## src/rtl/alu.sv

```systemverilog
// Registered integer ALU for the MIPS execute stage.
// The 4-bit control code selects one operation. The result and a zero flag
// are registered on the rising clock edge. The zero flag feeds the beq/bne
// branch decision. One operation is accepted every cycle with one edge of
// latency. There is no handshake and no enable.
module alu #(
    parameter int WIDTH = 32
) (
    output logic             zero,
    output logic [WIDTH-1:0] result,
    input  logic [3:0]       aluCtrl,
    input  logic [WIDTH-1:0] input1,
    input  logic [WIDTH-1:0] input2,
    input  logic             clk,
    input  logic             reset
);

    // Only the low log2(WIDTH) bits of operand B give the shift distance.
    localparam int SHW = $clog2(WIDTH);

    // Operation encodings driven by the ALU control unit.
    typedef enum logic [3:0] {
        OP_AND  = 4'b0000,
        OP_OR   = 4'b0001,
        OP_ADD  = 4'b0010,
        OP_XOR  = 4'b0011,
        OP_SLL  = 4'b0100,
        OP_SRL  = 4'b0101,
        OP_SUB  = 4'b0110,
        OP_SLT  = 4'b0111,
        OP_SRA  = 4'b1000,
        OP_SLTU = 4'b1001,
        OP_NOR  = 4'b1100
    } alu_op_e;

    logic [SHW-1:0]          shamt;
    logic [WIDTH-1:0]        sum_val;
    logic [WIDTH-1:0]        diff_val;
    logic [WIDTH-1:0]        sll_val;
    logic [WIDTH-1:0]        srl_val;
    logic signed [WIDTH-1:0] sra_val;
    logic                    lt_signed;
    logic                    lt_unsigned;
    logic [WIDTH-1:0]        next_result;
    logic                    next_zero;

    // Shift distance, adder, subtractor, shifters and comparators.
    // They run in parallel so the select mux is the only serial stage.
    always_comb begin
        shamt       = input2[SHW-1:0];
        sum_val     = input1 + input2;
        diff_val    = input1 - input2;
        sll_val     = input1 << shamt;
        srl_val     = input1 >> shamt;
        sra_val     = $signed(input1) >>> shamt;
        lt_signed   = $signed(input1) < $signed(input2);
        lt_unsigned = input1 < input2;
    end

    // Select the operation result. Unassigned codes give 0, so zero reads 1.
    always_comb begin
        next_result = '0;
        case (alu_op_e'(aluCtrl))
            OP_AND:  next_result = input1 & input2;
            OP_OR:   next_result = input1 | input2;
            OP_ADD:  next_result = sum_val;
            OP_XOR:  next_result = input1 ^ input2;
            OP_SLL:  next_result = sll_val;
            OP_SRL:  next_result = srl_val;
            OP_SUB:  next_result = diff_val;
            OP_SLT:  next_result = {{(WIDTH-1){1'b0}}, lt_signed};
            OP_SRA:  next_result = sra_val;
            OP_SLTU: next_result = {{(WIDTH-1){1'b0}}, lt_unsigned};
            OP_NOR:  next_result = ~(input1 | input2);
            default: next_result = '0;
        endcase
        next_zero = (next_result == '0);
    end

    // Output register. Reset takes priority and leaves a zero result with zero=1.
    always_ff @(posedge clk) begin
        if (reset) begin
            result <= '0;
            zero   <= 1'b1;
        end else begin
            result <= next_result;
            zero   <= next_zero;
        end
    end

endmodule

```

## config.mk

```make
export PLATFORM = sky130hd
export DESIGN_NAME = alu
export DESIGN_NICKNAME = d
export VERILOG_FILES = /design/src/rtl/alu.sv
export SDC_FILE = /design/constraint.sdc
export NUM_CORES = 1
export LEC_CHECK = 0
export ABC_AREA = 1
export BUFFER_PORTS_ARGS = -buffer_cell sky130_fd_sc_hd__buf_2
export CAP_MARGIN = 15
export CORE_MARGIN = 3
export CORE_UTILIZATION = 45
export DETAILED_ROUTE_END_ITERATION = 7
export PLACE_DENSITY = 0.68
export SLEW_MARGIN = 20
export SYNTH_ARGS = -nofsm -noshare
export SYNTH_HDL_FRONTEND = slang
export SYNTH_SLANG_ARGS = --single-unit
```

## constraint.sdc

```tcl
create_clock -name clk -period 8.28 [get_ports clk]
set_input_delay 0.828 -clock clk [delete_from_list [all_inputs] [get_ports clk]]
set_output_delay 0.828 -clock clk [all_outputs]
set_load 0.1 [all_outputs]
```

==> Yosys cells after proc, flatten, opt, wreduce, memory -nomap -nowiden <==
Cells that the tools add are included.
{ "word_totals": {"reg_bits": 33, "out_inout_bits": 33, "wordCells": 26} }
{ "classes": {"add_sub_neg": 2, "order_cmp": 2, "n_eq_ne": 10, "shift": 3, "mux": 1, "bitwise_logic": 4, "n_reduce_logical": 2} }
{ "ops": {"columns": ["op", "n"], "rows": [
  ["case mux 32 bit (11 select lines)", 1],
  ["less-than comparator 32 bit", 2],
  ["adder 32 bit", 1],
  ["AND 32 bit", 1],
  ["logical NOT 32 bit", 1],
  ["NOT 32 bit", 1],
  ["OR 32 bit", 1],
  ["<< shifter 32 x 5 -> 32 bit", 1],
  ["right shift 32 x 5 -> 32 bit", 1],
  [">>> shifter 32 x 5 -> 32 bit", 1],
  ["subtractor 32 bit", 1],
  ["bitwise XOR 32 bit", 1],
  ["== test 4 x 3 -> 1 bit (second input constant)", 4],
  ["== test 4 bit (second input constant)", 3],
  ["== test 4 x 2 -> 1 bit (second input constant)", 2],
  ["== test 4 x 1 -> 1 bit (second input constant)", 1],
  ["logical NOT 4 bit", 1]
]} }

==> Depth between registers and ports, before layout <==
Gate-level depths: netlist (run 1).
{ "depth": {"depth_word": 4, "mapped_depth": 24, "ltp_nobuf": 21} }

==> Least setup slack after synthesis (run 1) <==
OpenSTA, ideal clock, no wires.
{ "synth_path": {"path_kind": "input port to flip-flop", "from": "input input2[2]", "to": "register zero", "arrival_time_ns": 3.110, "t_required_ns": 8.219, "setup_slack_ns": 5.108, "path_stages": 23, "n_path_buf": 4, "cell_sequence": "buf_2 > inv_2 > buf_2 > buf_2 > ha_1 > buf_2 > nor2_1 > nand2_1 > nand3_1 > nand2_1 > nand2_1 > nand2_1 > nand2_1 > nand2_1 > nand2_1 > nor2_1 > nor2_1 > nand3_1 > nor2_1 > nand2_1 > nor2_1 > nand3_1 > nand2_1"} }
{ "synth_between": {"elab_chain_cells": 4} }
{ "synth_rtl": {"columns": ["item", "line", "rtl"], "rows": [
  ["from (decl)", "13", "input logic [WIDTH-1:0] input2,"],
  ["branches (longest 2 deep; another with subtractor 32 bit)", null, null],
  ["case mux 32 bit (11 select lines) *", "63", "case (alu_op_e'(aluCtrl))"],
  ["logical NOT 32 bit *", "77", "next_zero = (next_result == '0);"],
  ["to (signal assigned)", "87", "zero <= next_zero;"],
  ["to (decl)", "9", "output logic zero,"]
]} }
Mark *: on every way between the ends.
A chain may end at the register's enable or synchronous reset.

==> Worst setup path after layout (run 1) <==
{ "layout_path": {"from": "input input2[3]", "to": "register zero"} }
Same word-level chain as after synthesis.

==> results of run 1 <==
[flip-flops by register name, summed over array words and instances (netlist names)]
register	cells
result	32
zero	1
[synth_stat cells (3+ instances only)]
library cell,n,area (um2)
sky130_fd_sc_hd__nor2_4,3,33.8
sky130_fd_sc_hd__a211oi_1,3,22.5
sky130_fd_sc_hd__o21ai_0,29,145
sky130_fd_sc_hd__nor3_1,20,100
sky130_fd_sc_hd__nand2_1,773,2900
sky130_fd_sc_hd__and2_1,3,18.8
sky130_fd_sc_hd__nand4_1,34,213
sky130_fd_sc_hd__dfxtp_1,33,661
sky130_fd_sc_hd__o211ai_1,11,82.6
sky130_fd_sc_hd__a21oi_1,67,335
sky130_fd_sc_hd__o22ai_1,13,81.3
sky130_fd_sc_hd__inv_2,7,26.3
sky130_fd_sc_hd__nand3b_1,4,30.0
sky130_fd_sc_hd__nor2_1,236,886
sky130_fd_sc_hd__nor2_2,4,25.0
sky130_fd_sc_hd__buf_1,10,37.5
sky130_fd_sc_hd__o21bai_1,8,60.1
sky130_fd_sc_hd__buf_6,5,56.3
sky130_fd_sc_hd__nand2_2,3,18.8
sky130_fd_sc_hd__buf_2,61,305
sky130_fd_sc_hd__buf_4,5,37.5
sky130_fd_sc_hd__clkbuf_1,20,75.1
sky130_fd_sc_hd__nand3_1,517,2590
sky130_fd_sc_hd__ha_1,104,1300
sky130_fd_sc_hd__inv_1,344,1290
sky130_fd_sc_hd__a31oi_1,3,18.8
[how the worst max path moves through the flow]
stage                     depth (start not counted)  startpoint  endpoint
final                                            20   input2[3]      zero
after global routing                             22   input2[2]      zero
after CTS                                        20   input2[3]      zero
after detailed placement                         20   input2[3]      zero
after global placement                           20   input2[3]      zero
after floorplan                                  23   input2[2]      zero
[worst max-delay path, stage by stage]
cell and delay (ps):
sky130_fd_sc_hd__buf_2 90, sky130_fd_sc_hd__buf_4 300, sky130_fd_sc_hd__inv_2 100, sky130_fd_sc_hd__buf_4 620, sky130_fd_sc_hd__ha_1 500, sky130_fd_sc_hd__nor2_1 310, sky130_fd_sc_hd__nand3_1 120, sky130_fd_sc_hd__nand3_1 210
sky130_fd_sc_hd__nand2_1 100, sky130_fd_sc_hd__nand2_1 150, sky130_fd_sc_hd__nand2_1 70, sky130_fd_sc_hd__nand3_1 60, sky130_fd_sc_hd__nand2_1 160, sky130_fd_sc_hd__nor2_1 290, sky130_fd_sc_hd__nand4_1 330, sky130_fd_sc_hd__nor2_1 180
sky130_fd_sc_hd__nand2_1 80, sky130_fd_sc_hd__nor2_1 170, sky130_fd_sc_hd__nand3_1 100, sky130_fd_sc_hd__nand2_1 60
[per-layer routing]
layer  global-route usage [%]  vias to the layer above  wire (um)
met5                        0                        -          0
met4                     14.5                        0       2530
met3                     5.57                      133       5790
met2                     62.6                      904      24900
met1                     53.0                     7186      23400
li1                         -                     7508          -
[cell families (layout without fill, tap and decap cells)]
logic type                 count (synthesis)  in the layout  share of synthesized area [%]
xor gates and xnor gates                   1              1                         0.0760
AOI/OAI and AO/OA                        142            142                           7.02
adders and majority gates                106            106                           11.6
other                                      0              1                              0
DFF                                       33             33                           5.73
and+or+nand+nor                         1606           1606                           59.6
buffers and inverters                    453            473                           15.9
[layout make-up]
type                    instances  area, um2
diodes                          1       2.50
clock buffers                   5        125
inverters                     351       1320
clock inverters                 3       17.5
well taps                     324        405
multi-input cells            1855       9040
fillers                      2897      12600
repair buffers                114        601
flip-flops and latches         33        661
[power breakdown]
part / total, mW / internal [mW] / switching [mW]
sequential: 0.175 / 0.172 / 0.00310
combinational: 0.849 / 0.208 / 0.640
clock: 0.184 / 0.110 / 0.0735
total: 1.21 / 0.490 / 0.717
[stage by stage]
step	cell area [um2]	setup WS (ps)	instances	hold WS [ps]	utilization [%]
CTS	12200	3820	2685	1020	49.2
floorplan	11500	5110	2341	1000	-
global placement	12000	3550	2677	1310	48.6
finish	12200	3640	2686	1020	49.2
global route	12200	3510	2685	1060	49.2
detailed placement	12000	3530	2677	1310	48.6
==> flow_summary.ini, run 1 <==
[finish]
layout_common_cells = sky130_fd_sc_hd__nand2_1, sky130_fd_sc_hd__nand3_1, sky130_fd_sc_hd__inv_1
area.growth.synth_to_final_pct = 5.59
post_route_cells_drive_above_1_share_pct = 6.06
finalNetCount = 2536
commonest_non_fill_non_tap_cell_in_the_layout = sky130_fd_sc_hd__nand2_1

[timing]
timing.final.setup_violations = 0
slew_viol_final = 0
relSlewSlack_pct = 27.8
fmax_mhz = 215
rsz0062_at_grt = false
fin_tns_setup_ps = 0
layout_worst_path_cycle_share_pct = 56.1
worst-slew-pin-transition_ps = 1080
finalCriticalPeriod_ps = 4640
timing_hold_violations_final = 0

[synth]
synthDistinctLibCells = 40
postSynthRegisterBits = 33
yosys_warnings = 0
synthesis.area_per_instance_um2 = 4.92
post_synth_edffs = 0
seq_area_frac_synth_pct = 5.73
synth_ff_type = sky130_fd_sc_hd__dfxtp_1
post_synth_inst_count = 2341
async_flop_share_pct = 0
synthesis.nets = 2517
syn_area_mm2 = 0.0115

[clock_tree]
clock_tree_from_tritoncts = built
postCtsSetupBuffers = 0
clkSlewWorstSetupHoldPaths_ps = 60
clockBufferDepth = 2
cts_sinks = 33
postCtsHoldBufs = 0
post_cts_resize_count = 0
cts_max_level = 2
clock_tree.root_cell = sky130_fd_sc_hd__clkbuf_16
cts-buffers-inserted = 5

[die]
fp.dieH_um = 166
floorplan.rows = 57
die_area_mm2 = 0.0276
coreArea_mm2 = 0.0247
floorplan.io_pins = 103
die_span_x_um = 166
floorplan.initialDensity_pct = 46.6

[min_path]
min_path_type = input pin to flip-flop
whs_path_depth = 2
worst_hold_startpoint = reset
min_to = result[18]

[detailed_routing]
num_vias = 15700
routed_wirelength_um = 56600
drt_drc_violations_left = 0
firstDrtPassIters = 6
wl_per_cell_um = 21.1
viasPerCell = 5.86
detailedRoute.firstIterationViolations = 2121
antenna_violating_nets_post_route = 0

[power_and_ir_drop]
ir_worst_vdd_mv = 0.114
p_per_area_mw_per_mm2 = 99.2
leakage_nw = 7.17
power.total_mw = 1.21

[placement]
place.detailed.hpwl_um = 46400
finalWeightedCongestion = 1.06
port_buffers = 102

[global_route]
grt.total_usage_pct = 38.9
grt_pass1_wl_um = 84300
grt_remaining_overflow = 0
number_of_antenna_violations_at_the_first_check_in_global_routing = 0
vias_in_the_first_global_route = 14300
grt_max_degree = 74

[setup_path]
timing.critical_path.arrival_ps = 4870
endpoint_kind = flip-flop
setup.worst_path.start_class = input pin
cp_max_fo = 73
timing.critical_path.required_ps = 8510
critical_path_class = input pin to flip-flop

[run_status]
run_status = complete, no violations

[flow_run]
drv_cap = 0
Note: power is estimated with default switching activity, not from simulation.
==> inputs of run 2 (changes only) <==
clock period = 4.6 ns   (was 8.28 ns; I/O delays follow)
==> run 2 against run 1 <==
Sequential share of layout area hardly changed. Die area stayed put. Cell area is 0.30% higher. Sequential power is 80% higher. Core utilization is 0.15 points higher. Via count is 0.78% higher. Routed wire length is 1.2% lower. Combinational power is 78% higher. Highest routed layer is now met5. Clock power is 76% higher.
==> flow_summary.ini, run 2 (synthesis results as in run 1) <==
[run_status]
run_status = complete, no violations

[setup_path]
critical_path_class = input pin to flip-flop
crit_slowest_cell = sky130_fd_sc_hd__fa_1
critPathMaxStageDelay_ps = 390
setup.worst_path.start_class = input pin
timing.critical_path.max_delay_family = simple AND/OR/NAND/NOR gates
endpoint_kind = flip-flop
timing.critical_path.arrival_ps = 3640
timing.critical_path.required_ps = 4820
wp_buf_inv = 4
cp_max_fo = 34
path_cells = buf_2 -> buf_4 -> ha_1 -> inv_1 -> fa_1 -> inv_1 -> nand3_1 -> nand3_1 -> nand2_1 -> nand2_1 -> nand2_1 -> nand3_1 -> nand3_1 -> nor2_1 -> nand4_1 -> nor2_1 -> nand2_1 -> nor2_1 -> nand3_1 -> nand2_1

[global_route]
grt.total_usage_pct = 38.5
grt_max_degree = 72
grt_pass1_wl_um = 83200
grt_remaining_overflow = 0
number_of_antenna_violations_at_the_first_check_in_global_routing = 1
vias_in_the_first_global_route = 14200

[timing]
slew_viol_final = 0
fin_ws_ps = 1180
worst-slew-pin-transition_ps = 941
rsz0062_at_grt = false
timing_hold_violations_final = 0
fin_tns_setup_ps = 0
fmax_mhz = 293
layout_worst_path_cycle_share_pct = 74.3
finalCriticalPeriod_ps = 3420
timing.final.setup_violations = 0
relSlewSlack_pct = 37.1

[clock_tree]
cts_max_level = 2
clock_tree.root_cell = sky130_fd_sc_hd__clkbuf_16
clockBufferDepth = 2
clkSlewWorstSetupHoldPaths_ps = 60
post_cts_resize_count = 0
postCtsHoldBufs = 0
cts_sinks = 33
postCtsSetupBuffers = 0
cts-buffers-inserted = 5
clock_tree_from_tritoncts = built

[finish]
regMostFlops = result
stdcell_area_mm2 = 0.0122
final_cell_count_without_fillers = 2692
commonest_non_fill_non_tap_cell_in_the_layout = sky130_fd_sc_hd__nand2_1
largest_register_ff_count = 32
post_route_cells_drive_above_1_share_pct = 6.25
layout_common_cells = sky130_fd_sc_hd__nand2_1, sky130_fd_sc_hd__nand3_1, sky130_fd_sc_hd__inv_1
biggestRegsByFlops = result (32), zero (1)
area.growth.synth_to_final_pct = 5.91
finalNetCount = 2542

[min_path]
min_path_type = input pin to flip-flop

[die]
floorplan.rows = 57
fp.dieH_um = 166
floorplan.io_pins = 103
coreArea_mm2 = 0.0247
floorplan.initialDensity_pct = 46.6
die_span_x_um = 166
die_area_mm2 = 0.0276

[placement]
place.detailed.hpwl_um = 45900
port_buffers = 102
placedCellCount = 2683
post-place-ws_ps = 1030
placed_cell_area_mm2 = 0.0121
finalWeightedCongestion = 1.06

[detailed_routing]
drt_drc_violations_left = 0
viasPerCell = 5.89
firstDrtPassIters = 6
num_vias = 15900
antenna_violating_nets_post_route = 0
detailedRoute.firstIterationViolations = 2244
routed_wirelength_um = 55900
wl_per_cell_um = 20.8

[flow_run]
drv_cap = 0

[power_and_ir_drop]
p_per_area_mw_per_mm2 = 176
ir_worst_vdd_mv = 0.183
leakage_nw = 7.20
-- run 2: changes by cell type in the layout (fill, tap and decap cells not counted), sizes merged --
cell,change
buf,+6
clkbuf,+1
clkinvlp,-1
-- run 2: worst paths after layout --
path,startpoint,endpoint,depth (start not counted)
hold / removal,reset,result[22],2
setup / recovery,input2[0],zero,20
-- run 2: report_power, final --
group          switching [mW]  leakage [nW]  internal, mW
registers             0.00534         0.271         0.309
logic                    1.13          6.86         0.377
clock network           0.125        0.0706         0.199
total                    1.26          7.20         0.884
-- run 2: per-layer routing --
layer  vias up  part of all wire (%)  track usage [%]  wire length (um)
met2       998                    44             61.5             24600
met5         -                 0.021                0                12
met4         2                   5.3             16.1              2940
met1      7193                    40             52.3             22400
met3       156                    11             4.67              6000
li1       7505                     -                -                 -
-- run 2: final cells by class --
class,count,area (um2)
Multi-Input combinational cell,1855,9040
Inverter,351,1320
Timing Repair Buffer,120,646
Tap cell,324,405
Clock inverter,2,10.0
Sequential cell,33,661
Clock buffer,6,129
Antenna cell,1,2.50
Fill cell,2843,12500
-- run 2: stage by stage --
stage | hold WS, ps | utilization (%) | power, mW
after floorplan | 637 | - | 1.35
after global placement | 917 | 48.8 | 1.76
after detailed placement | 917 | 48.8 | 1.77
after CTS | 628 | 49.3 | 2.10
after global routing | 643 | 49.3 | 2.29
final | 630 | 49.3 | 2.14
